`src/rtl/mem_port_arbiter.sv`:
```
// Request/grant arbiter sharing one synchronous MIX memory port among CPU, MOV, IN and OUT.
// Fixed priority cpu > mov > io, round-robin between the io ports, and a starvation guard for io.
module mem_port_arbiter #(
    parameter int AW     = 12,
    parameter int DW     = 31,
    parameter int STARVE = 8
) (
    input  logic          clk,
    input  logic          reset,

    input  logic          cpu_req,
    input  logic          cpu_we,
    input  logic [AW-1:0] cpu_addr,
    input  logic [DW-1:0] cpu_wdata,
    output logic          cpu_gnt,
    output logic          cpu_rvalid,

    input  logic          mov_req,
    input  logic          mov_we,
    input  logic [AW-1:0] mov_addr,
    input  logic [DW-1:0] mov_wdata,
    output logic          mov_gnt,
    output logic          mov_rvalid,

    input  logic          in_req,
    input  logic [AW-1:0] in_addr,
    input  logic [DW-1:0] in_wdata,
    output logic          in_gnt,

    input  logic          out_req,
    input  logic [AW-1:0] out_addr,
    output logic          out_gnt,
    output logic          out_rvalid,

    output logic [AW-1:0] mem_addr,
    output logic          mem_we,
    output logic [DW-1:0] mem_wdata,
    input  logic [DW-1:0] mem_rdata,
    output logic [DW-1:0] rdata
);

    typedef enum logic [1:0] {
        PORT_CPU = 2'd0,
        PORT_MOV = 2'd1,
        PORT_IN  = 2'd2,
        PORT_OUT = 2'd3
    } port_e;

    localparam logic [7:0] STARVE_LIM = 8'(STARVE);

    logic       rr;
    logic [7:0] wait_in;
    logic [7:0] wait_out;
    logic       rv_valid;
    port_e      rv_port;

    logic       in_starved;
    logic       out_starved;
    logic       any_gnt;
    logic       read_gnt;
    logic       sel_we;
    port_e      gnt_port;

    // A starved io port only counts while it is still requesting.
    assign in_starved  = in_req  && (wait_in  >= STARVE_LIM);
    assign out_starved = out_req && (wait_out >= STARVE_LIM);

    always_comb begin
        cpu_gnt = 1'b0;
        mov_gnt = 1'b0;
        in_gnt  = 1'b0;
        out_gnt = 1'b0;
        if (in_starved && out_starved) begin
            if (rr) out_gnt = 1'b1;
            else    in_gnt  = 1'b1;
        end else if (in_starved) begin
            in_gnt = 1'b1;
        end else if (out_starved) begin
            out_gnt = 1'b1;
        end else if (cpu_req) begin
            cpu_gnt = 1'b1;
        end else if (mov_req) begin
            mov_gnt = 1'b1;
        end else if (in_req && (!out_req || !rr)) begin
            in_gnt = 1'b1;
        end else if (out_req) begin
            out_gnt = 1'b1;
        end
    end

    // Route the granted port onto the memory; the out port never writes.
    always_comb begin
        mem_addr  = '0;
        mem_wdata = '0;
        sel_we    = 1'b0;
        gnt_port  = PORT_CPU;
        if (cpu_gnt) begin
            mem_addr  = cpu_addr;
            mem_wdata = cpu_wdata;
            sel_we    = cpu_we;
            gnt_port  = PORT_CPU;
        end else if (mov_gnt) begin
            mem_addr  = mov_addr;
            mem_wdata = mov_wdata;
            sel_we    = mov_we;
            gnt_port  = PORT_MOV;
        end else if (in_gnt) begin
            mem_addr  = in_addr;
            mem_wdata = in_wdata;
            sel_we    = 1'b1;
            gnt_port  = PORT_IN;
        end else if (out_gnt) begin
            mem_addr  = out_addr;
            sel_we    = 1'b0;
            gnt_port  = PORT_OUT;
        end
    end

    assign any_gnt  = cpu_gnt | mov_gnt | in_gnt | out_gnt;
    assign read_gnt = any_gnt && !sel_we;
    assign mem_we   = sel_we && !reset;

    always_ff @(posedge clk) begin
        if (reset) begin
            rr       <= 1'b0;
            wait_in  <= 8'd0;
            wait_out <= 8'd0;
            rv_valid <= 1'b0;
            rv_port  <= PORT_CPU;
        end else begin
            if (in_gnt)
                rr <= 1'b1;
            else if (out_gnt)
                rr <= 1'b0;

            if (!in_req || in_gnt)
                wait_in <= 8'd0;
            else if (wait_in != 8'hFF)
                wait_in <= wait_in + 8'd1;

            if (!out_req || out_gnt)
                wait_out <= 8'd0;
            else if (wait_out != 8'hFF)
                wait_out <= wait_out + 8'd1;

            rv_valid <= read_gnt;
            rv_port  <= gnt_port;
        end
    end

    assign cpu_rvalid = rv_valid && (rv_port == PORT_CPU);
    assign mov_rvalid = rv_valid && (rv_port == PORT_MOV);
    assign out_rvalid = rv_valid && (rv_port == PORT_OUT);
    assign rdata      = mem_rdata;

endmodule

```
`config.mk`:
```
export PLATFORM = sky130hd
export DESIGN_NAME = mem_port_arbiter
export DESIGN_NICKNAME = d
export VERILOG_FILES = /design/src/rtl/mem_port_arbiter.sv
export SDC_FILE = /design/constraint.sdc
export NUM_CORES = 1
export LEC_CHECK = 0
export BUFFER_PORTS_ARGS = -buffer_cell sky130_fd_sc_hd__buf_2
export CORE_AREA = 2 2 102 104
export CTS_CLUSTER_SIZE = 24
export DETAILED_ROUTE_END_ITERATION = 8
export DIE_AREA = 0 0 104 106
export PLACE_DENSITY = 0.69
export SLEW_MARGIN = 15
export SYNTH_ARGS = -nofsm -noshare
export SYNTH_HDL_FRONTEND = slang
export SYNTH_SLANG_ARGS = --single-unit
```
`constraint.sdc`:
```
create_clock -name clk -period 4.3 [get_ports clk]
set_input_delay 0.215 -clock clk [delete_from_list [all_inputs] [get_ports clk]]
set_output_delay 0.215 -clock clk [all_outputs]
set_load 0.02 [all_outputs]
```
# == After elaboration in Yosys (flattened, before gate mapping) ==
# Cells that the tools add are included.
# classes
n_addsub,2
order_cmp,2
eq_ne,4
mux,39
bitwise_logic,3
n_reduce_logical,23
# ops
op,n
31-bit two-way mux,3
12-bit two-way mux,4
1-bit two-way mux,30
8-bit by 1-bit adder with 8-bit output (second input constant),2
8-bit by 4-bit greater-or-equal comparator with 1-bit output (second input constant),2
8-bit inequality test (second input constant),2
1-bit logical AND,9
2-bit OR reduction,3
1-bit logical NOT,5
2-bit two-way mux,2
1-bit logical OR,3
1-bit OR,3
3-bit OR reduction,1
2-bit by 1-bit equality test with 1-bit output (second input constant),1
2-bit equality test (second input constant),1
2-bit logical NOT,1
2-bit nonzero test,1
# totals
regBits,20
input_bits,180
out_inout_bits,82
wordCells,79

# == Longest topological paths before layout ==
# Gate-level depths: netlist of run 1.
# logic_depth
word_depth,14
mapped_depth,7

# == Worst setup path before layout of run 1 ==
# No wires, ideal clock.
# synth_timing
path_kind,register to output
startpoint,reg wait_in[7]
endpoint,out mem_addr[10]
arrival_ps,2108
required_time_ps,4085
path_slack_ps,1977
path_stages_with_launch,7
path_cell_list,dfxtp_1 > or4_4 > o21a_2 > a22oi_2 > buf_4 > a221oi_1 > a21oi_1
# synth_between
elab_chain_len,8
word_cells_on_any_way,15
cone_classes,order compare (1); mux (12); reduce/logical (2)
# synth_lines
item,line,text
"start, declared",52,logic [7:0] wait_in;
"start signal, assigned",139,wait_in <= wait_in + 8'd1;
8-bit by 4-bit greater-or-equal comparator with 1-bit output (*),65,assign in_starved = in_req && (wait_in >= STARVE_LIM);
1-bit logical AND (*),65,
1-bit two-way mux / 1-bit logical AND (equally long branches),"76, 73",
1-bit two-way mux (*),73,if (in_starved && out_starved) begin
via out_gnt,32,"output logic out_gnt,"
12-bit two-way mux (*),112,end else if (out_gnt) begin
12-bit two-way mux (*),107,end else if (in_gnt) begin
12-bit two-way mux (*),102,end else if (mov_gnt) begin
12-bit two-way mux (*),97,if (cpu_gnt) begin
"end, declared",35,"output logic [AW-1:0] mem_addr,"
# Mark *: on every way through the listed nets, which the timed path passes. The rest lies on a longest branch.

# == Worst setup path after layout of run 1 ==
# layout_timing
startpoint,reg wait_in[7]
endpoint,out mem_addr[11]
# layout_between
elab_chain_len,8
word_cells_on_any_way,15
cone_classes,order compare (1); mux (12); reduce/logical (2)
# layout_lines
item,line
8-bit by 4-bit greater-or-equal comparator with 1-bit output (*),65
1-bit logical AND (*),65
1-bit two-way mux / 1-bit logical AND (equally long branches),"76, 73"
1-bit two-way mux,73
12-bit two-way mux,112
12-bit two-way mux,107
12-bit two-way mux,102
12-bit two-way mux (*),97
# Every way passes the cells marked *; elsewhere a longest branch is shown, timed or not.

==> run_results.csv, run 1 <==
group,metric,value,unit
cts,worstSkewPairLatency,260,ps
grt,grt_pass1_vias,2919,
die,core,10000,µm²
die,die_y,106,µm
detailed_routing,vias,3220,
cts,numCtsBuffers,3,
synth,synth_top_cell_by_area,"dfxtp_1",
power_and_ir_drop,p_per_area,211,nW/µm²
grt,grt_busiest_layer,"met2",
worst_setup_path,crit_path_end_kind,"output port",
placed_design,io_buffers,199,
power_and_ir_drop,vdd_ir_drop_max,0.000155,V
die,start_util,23.1,%
synth,synth_seq_cells,20,
final_layout,fin_nets,656,
outcome,status,"completed",
sta,tightest_slew,1050,ps
synth,synth-edff-count,0,
synth,synth_area_per_cell,7.28,µm²
placed_design,dp_slack,1500,ps
synth,synth_area,2310,µm²
grt,grt_overflow,0,
grt,use_met1,21.0,%
sta,fin_crit_sh,70.8,%
power_and_ir_drop,leakage,1.71,nW
sta,setup_ws,1250,ps
synth,synth_top_area_share,17.3,%
detailed_routing,drt-wirelength-per-cell,19.4,µm
cts,postCtsSetupBuffers,0,
cts,clk_path_buf_depth,2,
worst_setup_path,critical_path.max_fanout,12,
sta,maxSlewHeadroom,29.9,%
cts,clk_pin_slew_worst_paths,80,ps
worst_setup_path,crit_required,4090,ps
sta,finalHoldViolCount,0,
placed_design,gp_congestion,0.866,
detailed_routing,firstDrtPassIters,5,
sta,skew,3.61,ps
synth,yosysSeqAreaShare,17.3,%
cts,clockRootBuffer,"clkbuf_8",
grt,grt_usage,19.2,%
worst_setup_path,cp-start-kind,"flip-flop",
sta,fmax,328,MHz
synth,synth_cell_types,44,
worst_setup_path,cp.arrival,2830,ps
die,dieArea,11000,µm²
cts,ctsHtreeMaxLevel,1,
synth,synth_common_cells,"o22ai_1 (43), nand2_1 (39), buf_4 (32)",
flow_run,max_cap_violations,0,
synth,synthCells,318,
min_path,hold_class,"in2reg",
die,die_x,104,µm
grt,met2_usage,28.1,%
sta,rsz0062_at_grt,"false",
grt,grtUsageMet3,15.8,%
synth,ys_top_cells_by_area,"dfxtp_1 (17%), o211a_1 (13%), o22ai_1 (12%)",
synth,synth_top_flop_cell,"dfxtp_1",
sta,setup_viol,0,
die,top_level_ports,262,
detailed_routing,ant_nets,0,
cts,cts_tree,"built",
synth,synth_most_common_cell,"o22ai_1",
final_layout,syn2layout_area_growth,40.6,%
placed_design,dp_hpwl,9.55,mm
worst_setup_path,path_class,"reg2out",
detailed_routing,drt_iter0_drc,360,
grt,grt_pass1_wl,16.6,mm
final_layout,drive_above_1_share,46.7,%
cts,cts_sinks,20,
sta,fin_crit,3050,ps
final_layout,final_core_util,32.6,%
grt,antenna_found_initial,3,
detailed_routing,vias_per_cell,5.29,
cts,ctsResizeCount,0,
power_and_ir_drop,power,0.689,mW
detailed_routing,drt_wl_total,11.8,mm
synth,async_flop_share,0,%
cts,hold_buffers,0,
sta,finalSetupTns,0,ps
die,rows,37,
detailed_routing,remaining_drc_errors,0,
synth,yosys_warnings,0,
grt,grt_max_degree,48,
synth,synth_nets,502,
sta,drv_slew,0,
flip-flops by register name (all words and copies together) (netlist names):
register	cells
rv_port	2
wait_out	8
rv_valid	1
rr	1
wait_in	8
final timing paths:
path              depth (start not counted)                       to                    start  slack [ps]
setup / recovery                          7             mem_addr[11]  wait_in[7]$_SDFFE_PP0P_        1250
hold / removal                            2      rv_valid$_SDFF_PP0_                    reset         260
setup reg to reg                          5    rv_port[0]$_SDFF_PP0_  wait_in[7]$_SDFFE_PP0P_        1850
hold reg to reg                           2  wait_in[4]$_SDFFE_PP0P_  wait_in[4]$_SDFFE_PP0P_         550
layout by cell type (no fill, tap or decap), types with 2 or more instances in the layout:
cell type and count:
a21oi_1 19, a221oi_1 12, and2_1 3, and3_1 6, and4_1 2, buf_2 199
buf_4 5, clkbuf_8 3, dfxtp_1 20, diode_2 2, ha_1 4, inv_1 6
mux2i_1 2, nand2_1 39, nand2b_1 2, nand3_1 6, nand4_1 5, nor2_1 24
nor3_1 6, nor3b_1 2, o211a_1 30, o21ai_0 3, o22ai_1 43, o31ai_1 2
xnor2_1 3, xor2_1 4
metal layers:
metal / share of wire [%] / vias to the layer above
met3: 19 / 28
met4: 2.9 / 2
met5: 0.11 / -
li1: - / 1480
met2: 42 / 213
met1: 36 / 1497
per-stage QoR:
stage          area, µm²  cells  hold slack [ps]
2_1_floorplan       2310    318              287
4_1_cts             3250    607              244
6_report            3260    609              259
5_1_grt             3250    608              268
3_5_place_dp        3180    603              430
3_3_place_gp        3180    603              430
cell families (layout without fill, tap and decap cells):
kind of cell | after synthesis | count (layout) | synth area share [%]
AOI/OAI and AO/OA | 119 | 119 | 38.8
xor gates and xnor gates | 7 | 7 | 2.65
adders and majority gates | 4 | 4 | 2.16
buffers and inverters | 62 | 215 | 16.2
DFF | 20 | 20 | 17.3
muxes | 2 | 2 | 0.865
other | 0 | 2 | 0
and+or+nand+nor | 104 | 104 | 22.1
worst max-delay path, stage by stage (launching register included):
cell	delay (ps)
dfxtp_1	350
or4_4	570
o21a_2	280
a22oi_2	610
buf_4	260
a221oi_1	100
a21oi_1	210
buf_2	190
area by class of cell:
type                       count  area (µm²)
timing repair buffer         204        1030
clock inverter                 1        30.0
fill                        1122        6740
clock buffer                   3        41.3
inverter                       7        26.3
antenna                        2        5.00
tap                          136         170
multi-input combinational    236        1550
sequential                    20         400
power by group:
| part | internal, mW | leakage, nW | switching (mW) |
|---|---|---|---|
| clock | 0.124 | 0.0357 | 0.0629 |
| sequential | 0.189 | 0.162 | 0.00363 |
| combinational | 0.134 | 1.51 | 0.175 |
No activity file was read; power rests on OpenSTA's default activity.
==> run 2: changes to the inputs <==
- PLACE_DENSITY: 0.69 -> 0.71
- clock period: 4.3 -> 2.7 ns (I/O delays scaled with it)
==> run 2 against run 1 <==
  * Combinational power grew 61%
  * Design area grew 0.88%
  * Largest cell class unchanged
  * Critical path depth is the same
  * Count of clock-buffer cells in the layout grew 1
  * Utilization grew 0.29 points
  * Power grew 50%
  * Register-to-register slack lost 1400 ps
==> run_results.csv, run 2 (same netlist as run 1, synthesis figures left out) <==
group,metric,value,unit
cts,postCtsSetupBuffers,0,
outcome,status,"completed",
worst_setup_path,path_buf_inv,2,
cts,cts_tree,"built",
grt,grt_max_degree,46,
final_layout,final_common_cell,"buf_2",
placed_design,io_buffers,199,
worst_setup_path,critical_path.max_fanout,31,
sta,drv_slew,0,
grt,grt_overflow,0,
die,start_util,23.1,%
die,dieArea,11000,µm²
die,core,10000,µm²
sta,setup_ws,109,ps
worst_setup_path,r2r-start,"wait_in[7]$_SDFFE_PP0P_",
worst_setup_path,crit_path_end_kind,"output port",
worst_setup_path,cp-endpoint,"mem_wdata[5]",
worst_setup_path,path_cells,"or3_1, o311ai_1, o31ai_1, nor2_2, buf_6, o211a_1, buf_2",
cts,ctsHtreeMaxLevel,1,
sta,finalHoldViolCount,0,
die,die_y,106,µm
detailed_routing,drt_iter0_drc,376,
worst_setup_path,crit_required,2570,ps
cts,clk_path_buf_depth,2,
worst_setup_path,r2r_setup_slack,410,ps
worst_setup_path,path_class,"reg2out",
final_layout,reg.largest.list,"wait_in x8, wait_out x8, rv_port x2",
worst_setup_path,cp.depth,7,
worst_setup_path,slowest_stage,"or3_1",
sta,tightest_slew,502,ps
cts,worstSkewPairLatency,260,ps
final_layout,drive_above_1_share,47.3,%
grt,grt_pass1_wl,16.3,mm
worst_setup_path,path_delay_family,"compound AO/OA/AOI/OAI gates",
grt,grt_usage,18.9,%
detailed_routing,vias,3195,
placed_design,dp_slack,365,ps
sta,fmax,386,MHz
sta,setup_viol,0,
min_path,worstHoldPathCells,2,
flow_run,max_cap_violations,0,
final_layout,final_core_util,32.8,%
die,rows,37,
grt,grt_pass1_vias,2846,
detailed_routing,drt-wirelength-per-cell,18.9,µm
worst_setup_path,slowest_delay,420,ps
power_and_ir_drop,p_per_area,314,nW/µm²
power_and_ir_drop,power,1.03,mW
worst_setup_path,cp-start-kind,"flip-flop",
min_path,hold_class,"in2reg",
worst_setup_path,r2r-end,"wait_in[6]$_SDFFE_PP0P_",
cts,clockRootBuffer,"clkbuf_8",
worst_setup_path,cp.arrival,2460,ps
worst_setup_path,r2r_cells,6,
power_and_ir_drop,vdd_ir_drop_max,0.000167,V
sta,holdWs,176,ps
cts,numCtsBuffers,3,
detailed_routing,remaining_drc_errors,0,
die,die_x,104,µm
die,top_level_ports,262,
sta,rsz0062_at_grt,"false",
placed_design,gp_congestion,0.921,
grt,antenna_found_initial,4,
worst_setup_path,worstSetupStartpoint,"wait_out[3]$_SDFFE_PP0P_",
sta,maxSlewHeadroom,66.6,%
sta,fin_crit,2590,ps
detailed_routing,drt_wl_total,11.6,mm
cts,cts_sinks,20,
final_layout,syn2layout_area_growth,41.9,%
detailed_routing,vias_per_cell,5.20,
detailed_routing,ant_nets,0,
sta,fin_crit_sh,95.9,%
sta,finalSetupTns,0,ps
detailed_routing,firstDrtPassIters,6,
power_and_ir_drop,leakage,1.73,nW
final_layout,fin_nets,661,
placed_design,dp_hpwl,9.56,mm
sta,skew,12.0,ps
cts,clk_pin_slew_worst_paths,80,ps
final_layout,final_cell_mix,"buf_2 (199), o22ai_1 (43), nand2_1 (39)",
run 2: changes by cell type in the layout (fill, tap and decap cells not counted):
| cell | before | now |
|---|---|---|
| buf_4 | 5 | 8 |
| buf_6 | 0 | 2 |
| bufinv_16 | 1 | 0 |
| clkbuf_8 | 3 | 4 |
run 2: metrics by stage:
step	cells	instance area, µm²
after CTS	612	3270
final	614	3280
after detailed placement	608	3220
after floorplan	318	2310
after global placement	608	3220
after global routing	614	3280
run 2: final cells by class:
cell class,instances,area (µm²)
fill,1081,6720
sequential,20,400
timing repair buffer,209,1080
tap,136,170
inverter,7,26.3
clock buffer,4,55.1
antenna,2,5.00
multi-input combinational,236,1550
run 2: where the power goes:
| part | internal (mW) | total (mW) | switching (mW) |
|---|---|---|---|
| sequential | 0.301 | 0.306 | 0.00553 |
| combinational | 0.217 | 0.497 | 0.281 |
| clock | 0.130 | 0.228 | 0.0981 |
| total | 0.647 | 1.03 | 0.384 |
run 2: how the worst min path moves through the flow:
stage,start,to
final,reset,rr$_SDFFE_PP0P_
after global routing,reset,rr$_SDFFE_PP0P_
after CTS,reset,rr$_SDFFE_PP0P_
after detailed placement,mem_rdata[1],rdata[1]
after global placement,mem_rdata[1],rdata[1]
after floorplan,reset,rv_valid$_SDFF_PP0_
run 2: timing repair:
action,in CTS,in global routing
setup endpoints to repair,0,6
resized for setup,0,2
hold buffers,0,0
run 2: layer usage:
layer | global-route usage, % | vias to the layer above | wire length (µm)
li1 | - | 1487 | -
met5 | 6.67 | - | 129
met3 | 12.3 | 32 | 1840
met1 | 20.7 | 1468 | 4140
met2 | 29.7 | 202 | 5160
met4 | 5.41 | 6 | 336
